**src/rtl/instruction_fetch_unit.sv**
```systemverilog
// rtl/instruction_fetch_unit.sv - program counter owner and single-entry fetch buffer feeding the execute controller
// Optional macro FETCH_COUNT_EN adds a saturating count of accepted instructions on fetch_count.
module instruction_fetch_unit #(
  parameter int ADDR_WIDTH = 16,
  parameter int DATA_WIDTH = 16,
  parameter logic [ADDR_WIDTH-1:0] RESET_PC = '0
) (
  input  logic                  clock,
  input  logic                  reset,
  output logic                  mem_req,
  output logic [ADDR_WIDTH-1:0] mem_addr,
  input  logic                  mem_ready,
  input  logic [DATA_WIDTH-1:0] mem_rdata,
  output logic                  ir_valid,
  input  logic                  ir_ready,
  output logic [DATA_WIDTH-1:0] ir_data,
  output logic [ADDR_WIDTH-1:0] ir_pc,
  input  logic                  branch_taken,
  input  logic [ADDR_WIDTH-1:0] branch_target,
  input  logic                  halt,
  output logic                  halted
`ifdef FETCH_COUNT_EN
  ,
  output logic [15:0]           fetch_count
`endif
);

  typedef enum logic [1:0] {BOOT, FETCH, HOLD, HALTED} state_t;

  localparam logic [ADDR_WIDTH-1:0] PC_STEP = 1;

  state_t                state_q, state_d;
  logic [ADDR_WIDTH-1:0] pc_q, pc_d;
  logic [ADDR_WIDTH-1:0] ir_pc_q, ir_pc_d;
  logic [DATA_WIDTH-1:0] ir_data_q, ir_data_d;

  always_ff @(posedge clock) begin
    if (reset) begin
      state_q   <= BOOT;
      pc_q      <= RESET_PC;
      ir_pc_q   <= '0;
      ir_data_q <= '0;
    end else begin
      state_q   <= state_d;
      pc_q      <= pc_d;
      ir_pc_q   <= ir_pc_d;
      ir_data_q <= ir_data_d;
    end
  end

  // halt outranks branch_taken; both discard any same-cycle memory word or held instruction
  always_comb begin
    state_d   = state_q;
    pc_d      = pc_q;
    ir_pc_d   = ir_pc_q;
    ir_data_d = ir_data_q;
    if (state_q != HALTED && halt) begin
      state_d = HALTED;
    end else if (state_q != HALTED && branch_taken) begin
      pc_d    = branch_target;
      state_d = FETCH;
    end else begin
      case (state_q)
        BOOT:  state_d = FETCH;
        FETCH: begin
          if (mem_ready) begin
            ir_data_d = mem_rdata;
            ir_pc_d   = pc_q;
            pc_d      = pc_q + PC_STEP;
            state_d   = HOLD;
          end
        end
        HOLD: begin
          if (ir_ready) state_d = FETCH;
        end
        HALTED:  state_d = HALTED;
        default: state_d = BOOT;
      endcase
    end
  end

  assign mem_req  = (state_q == FETCH);
  assign mem_addr = pc_q;
  assign ir_valid = (state_q == HOLD);
  assign ir_data  = ir_data_q;
  assign ir_pc    = ir_pc_q;
  assign halted   = (state_q == HALTED);

`ifdef FETCH_COUNT_EN
  logic [15:0] fetch_count_q, fetch_count_d;

  always_comb begin
    fetch_count_d = fetch_count_q;
    if (state_q == HOLD && ir_ready && !halt && !branch_taken && fetch_count_q != 16'hFFFF)
      fetch_count_d = fetch_count_q + 16'd1;
  end

  always_ff @(posedge clock) begin
    if (reset) fetch_count_q <= '0;
    else       fetch_count_q <= fetch_count_d;
  end

  assign fetch_count = fetch_count_q;
`endif

endmodule

```
**config.mk**
```make
export PLATFORM = sky130hd
export DESIGN_NAME = instruction_fetch_unit
export DESIGN_NICKNAME = d
export VERILOG_FILES = /design/src/rtl/instruction_fetch_unit.sv
export SDC_FILE = /design/constraint.sdc
export NUM_CORES = 1
export LEC_CHECK = 0
export ABC_AREA = 1
export BUFFER_PORTS_ARGS = -buffer_cell sky130_fd_sc_hd__buf_4
export CORE_ASPECT_RATIO = 0.7
export CORE_MARGIN = 2
export CORE_UTILIZATION = 48
export CTS_CLUSTER_DIAMETER = 80
export CTS_CLUSTER_SIZE = 10
export DETAILED_ROUTE_END_ITERATION = 16
export HOLD_SLACK_MARGIN = 0.06
export PLACE_DENSITY = 0.82
export SLEW_MARGIN = 20
export SYNTH_ARGS = -nofsm -noshare
export SYNTH_HDL_FRONTEND = slang
export SYNTH_SLANG_ARGS = --single-unit
```
**constraint.sdc**
```tcl
create_clock -name clock -period 1.7 [get_ports clock]
set_input_delay 0.17 -clock clock [delete_from_list [all_inputs] [get_ports clock]]
set_output_delay 0.17 -clock clock [all_outputs]
set_load 0.05 [all_outputs]
```
==> metrics, run 1 <==
Hold Path Cell Cnt 3; post-synth top area share 43.3%; worst slew pin tran 449 ps; Post-CTS Setup Repair Bufs 0; Critical Path Max Stage Delay 490 ps; final clock skew 4.96 ps; worst setup margin 146 ps; Setup crit end kind flip-flop; synthesized area per cell 6.86 sq um; Remaining Overflow, GRT 0; RSZ-0062 raised after global routing no; crit path kind reg2reg; Total GRT Usage 22.5%; VDD IR max 0.464 mV; Synth Net Count 376; root buffer cell clkbuf_8; pin count of the biggest net entering global routing 39; num rows 21; fin crit share 91.4%; routability cong. 0.902; P&R area growth vs syn 36.1%; Detailed Routing Iterations Pass 1 4; sequential cell area fraction in the yosys report 43.3%; final hold slack 86.2 ps; count of cell types in the netlist 27; ys async rst share 0%; HPWL after detailed placement 4.43 mm; die width 87.0 um; Crit path max-delay family simple AND/OR/NAND/NOR gates; Hold Path Class in2reg; pins over their slew limit 0; Final Critical Period 1550 ps; CP Max Fanout 8; number of cells on the worst reg-to-reg path 6; WP data required 1930 ps; # resized after CTS 0; crit-path most repeated cell nand2_1; Worst Path Arrival 1790 ps; clock sink count 50; global-route wire length before repair 9.48 mm; Ports 89; Synth area leader dfxtp_1; Post-Syn Area 0.00231 sq mm; Clock Path Buffers 2; CTS Buf Count 5; DIE AREA 0.00540 sq mm; DR vias 2,495; final-report setup violation count 0; Worst-Skew Late Latency 300 ps; WL/cell 12.9 um; Final nets 462; Post-synth EDFFs 0; hold path start mem_rdata[12]; 1st-iter DRT viols 125; CTS clk-pin slew, worst paths 90 ps; worst r2r src mem_addr[2]; most frequent cells in the layout buf_4, nor2_1, nand2_1, dfxtp_1, o21ai_0; Post-DRT Antenna Nets 0; Die Y-Extent 62.1 um; H-tree depth 2; WHS Endpoint ir_data[12]; Worst Path Buf+Inv 0; setup TNS 0 ps; # fillers 417; Pwr Density 886 mW/mm^2; share of layout cells above drive strength 1 27.4%; Slew HR 70.0%; n_diodes 0; vias in the first global route 2,111; Static Leak 1.50 nW; CTS tree done; Starting Density 49.2%; vias per cell 5.19; most common cell after layout, fill and taps aside buf_4; Max stage delay cell, worst path dfxtp_1; Reg-to-Reg End mem_addr[5]; CP cell instances nand2_1, nor2_1, nand2_1, o31ai_1, nand2_1, a21oi_1; register area 0.00100 sq mm; # Max-Cap Violations 0; Post-Syn Instances 337; fmax 643 MHz; kind of start point of the critical path flip-flop; total wire length 6.23 mm; Reg2Reg Setup Slack 150 ps; multi-input logic area 0.00115 sq mm; YS warnings 0; initial antenna violation count 0; Main synth FF type dfxtp_1; core region area 0.00470 sq mm; Pwr Total 2.79 mW; Fin. Hold Viols 0; pre-CTS setup slack 151 ps; port bufs 88; CTS Hold Bufs 0; # DRC 0; #FFs+latches synth 50; Synth area leaders dfxtp_1, nor2_1, nand2_1; status completed
synth_stat cells, types with 2 or more instances:
library cell	number
o21ai_1	15
o31ai_1	2
nand2_1	60
dfxtp_1	50
nand3b_1	3
inv_2	4
nand2_2	2
buf_8	2
o21ai_0	30
xor2_1	3
clkbuf_1	8
nor2_1	84
nand4_1	3
inv_1	15
nor2_2	2
nand3_1	14
a31oi_1	2
buf_2	5
a21oi_1	25
per-layer routing:
metal  part of all wire [%]  track usage (%)
met1                     46             30.3
met2                     46             37.6
met3                    7.8             5.02
met4                   0.39             5.13
met5                      0                0
metrics by stage:
step,cell area (sq um),util [%],cells
6_report,3150,66.9,481
5_1_grt,3150,66.9,481
4_1_cts,3150,66.9,481
3_5_place_dp,3040,64.6,473
3_3_place_gp,3040,64.6,473
2_1_floorplan,2320,-,337
area by class of cell:
cell class              count  area share (%)
flip-flops and latches     50            31.9
inverters                  19            2.27
clock inverters             2            1.19
clock buffers               6            2.31
repair buffers             96            23.7
well taps                  57            2.27
multi-input cells         251            36.4
worst max path at each step:
stage / from / to / slack [ps] / depth (start not counted)
CTS: state_q[1] / ir_data[9] / 140 / 7
global route: state_q[0] / ir_pc[6] / 3 / 7
global placement: state_q[1] / ir_pc[3] / 220 / 7
detailed placement: state_q[1] / ir_data[9] / 150 / 7
floorplan: mem_addr[8] / mem_addr[15] / 40 / 8
finish: mem_addr[2] / mem_addr[5] / 150 / 6
power breakdown:
group | leakage, nW | switching [mW] | internal [mW]
registers | 0.408 | 0.0621 | 1.23
clock network | 0.0514 | 0.391 | 0.439
logic | 1.04 | 0.430 | 0.233
total | 1.50 | 0.883 | 1.91
registers in the layout, summed over array words and instances, names as in the netlist:
name,flops
ir_data,16
mem_addr,16
state_q,2
ir_pc,16
worst register-to-register path: cells and delay by family, from the launching register on:
family / cells / cell delay (ps)
AND/OR/NAND/NOR: 4 / 640
flip-flops: 1 / 490
AO/OA/AOI/OAI: 2 / 360
kinds of logic after synthesis:
kind of cell / count (synthesis) / synth area share (%)
xor gates and xnor gates: 3 / 1.14
adders and majority gates: 1 / 0.541
buffers and inverters: 36 / 7.41
and+or+nand+nor: 172 / 31.0
DFF: 50 / 43.3
AOI/OAI and AO/OA: 75 / 16.7
(Power assumes the default switching activity.)
==> run 2: changes to the inputs <==
==> constraint.sdc (replaced) <==
create_clock -name clock -period 1.5 [get_ports clock]
set_input_delay 0 -clock clock [delete_from_list [all_inputs] [get_ports clock]]
set_output_delay 0 -clock clock [all_outputs]
set_load 0.05 [all_outputs]
==> metrics, run 2 (same netlist as run 1, synthesis figures left out) <==
status complete, but fails checks; failing checks setup timing; dpl cells 473; CP Max Fanout 5; Final Critical Period 1510 ps; CTS clk-pin slew, worst paths 90 ps; n_diodes 0; CTS Buf Count 5; routability cong. 0.919; final clock skew 9.64 ps; most common cell after layout, fill and taps aside buf_4; Worst Setup EP mem_addr[7]; Non-Filler Instances 516; initial antenna violation count 0; WP data required 1760 ps; Static Leak 1.67 nW; most frequent cells in the layout buf_4, nor2_1, nand2_1, dfxtp_1, o21ai_0; Final Util 77.1%; DIE AREA 0.00540 sq mm; Critical Path Source state_q[1]; final hold slack 57.5 ps; # DRC 0; number of cells on the worst reg-to-reg path 8; vias in the first global route 2,410; final instance area 0.00362 sq mm; root buffer cell clkbuf_8; # Max-Cap Violations 0; pre-CTS setup slack -36.9 ps; Total GRT Usage 27.5%; share of layout cells above drive strength 1 35.1%; CTS tree done; pins over their slew limit 0; Post-DRT Antenna Nets 0; WL/cell 15.8 um; Hold Path Class in2reg; 1st-iter DRT viols 278; crit path kind reg2reg; H-tree depth 2; worst r2r src state_q[1]; Reg-to-Reg End mem_addr[7]; Post-DP Area 0.00306 sq mm; Detailed Routing Iterations Pass 1 6; num rows 21; Ports 89; core region area 0.00470 sq mm; worst setup margin -10.4 ps; Setup crit end kind flip-flop; Worst Path Arrival 1770 ps; Clock Path Buffers 2; kind of start point of the critical path flip-flop; HPWL after detailed placement 4.72 mm; fmax 662 MHz; Remaining Overflow, GRT 0; total wire length 8.14 mm; Slew HR 73.4%; VDD IR max 0.651 mV; setup TNS -10.4 ps; worst slew pin tran 398 ps; pin count of the biggest net entering global routing 27; RSZ-0062 raised after global routing yes; clock sink count 50; vias per cell 5.44; Starting Density 49.2%; Reg2Reg Setup Slack -10 ps; Final nets 497; die width 87.0 um; Worst-Skew Late Latency 330 ps; P&R area growth vs syn 56.7%; Pwr Density 925 mW/mm^2; Die Y-Extent 62.1 um; Pwr Total 3.35 mW; final-report setup violation count 1; port bufs 88; Fin. Hold Viols 0; DR vias 2,806; fin crit share 101%; global-route wire length before repair 11.3 mm
-- run 2: cell types whose count changed in the layout (fill, tap and decap cells not counted), moves of 5 or more --
cell and change:
a21oi_1 -5, a21oi_2 +5, buf_4 +5, dfxtp_1 -10
dfxtp_2 +7, dlygate4sd3_1 +26, nor2_1 -17, nor2_2 +14
-- run 2: area by class of cell --
| type | count | area, sq um |
|---|---|---|
| inverter | 19 | 78.8 |
| clock buffer | 6 | 72.6 |
| clock inverter | 2 | 37.5 |
| sequential | 50 | 1020 |
| fill | 323 | 1080 |
| multi-input combinational | 251 | 1240 |
| tap | 57 | 71.3 |
| timing repair buffer | 131 | 1100 |
-- run 2: how the worst min path moves through the flow --
stage	cells after the start	startpoint	end	slack, ps
2_1_floorplan	1	reset	mem_addr[3]	60
3_3_place_gp	3	mem_rdata[4]	ir_data[4]	220
3_5_place_dp	3	mem_rdata[10]	ir_data[10]	230
4_1_cts	5	branch_target[0]	mem_addr[0]	70
5_1_grt	5	branch_target[15]	mem_addr[15]	100
6_report	5	branch_target[9]	mem_addr[9]	60
-- run 2: power breakdown --
| group | internal (mW) | switching [mW] | total [mW] |
|---|---|---|---|
| clock | 0.498 | 0.488 | 0.986 |
| combinational | 0.339 | 0.543 | 0.882 |
| sequential | 1.40 | 0.0830 | 1.48 |
-- run 2: repair_timing --
action | in CTS | in global routing
resized for setup | 3 | 37
buffers inserted | 5 | 2
gates cloned | 1 | 1
pin swaps | 2 | 3
hold endpoints to repair | 33 | 0
hold buffers | 26 | 0
endpoints found under the setup margin | 15 | 31
-- run 2: layer usage --
layer,vias to the layer above,routed length (um),track usage [%]
met1,1285,3360,36.5
met5,-,0,0
li1,1333,-,-
met2,158,3830,44.8
met3,30,703,5.94
met4,0,245,10.9
-- run 2: critical path: stages (launching register included) --
cell and delay (ps):
dfxtp_2 380, nand2_2 90, nand2_4 90, buf_4 140, buf_4 120, nand2_1 100, o31ai_1 270, nand2_1 110
a21oi_1 130
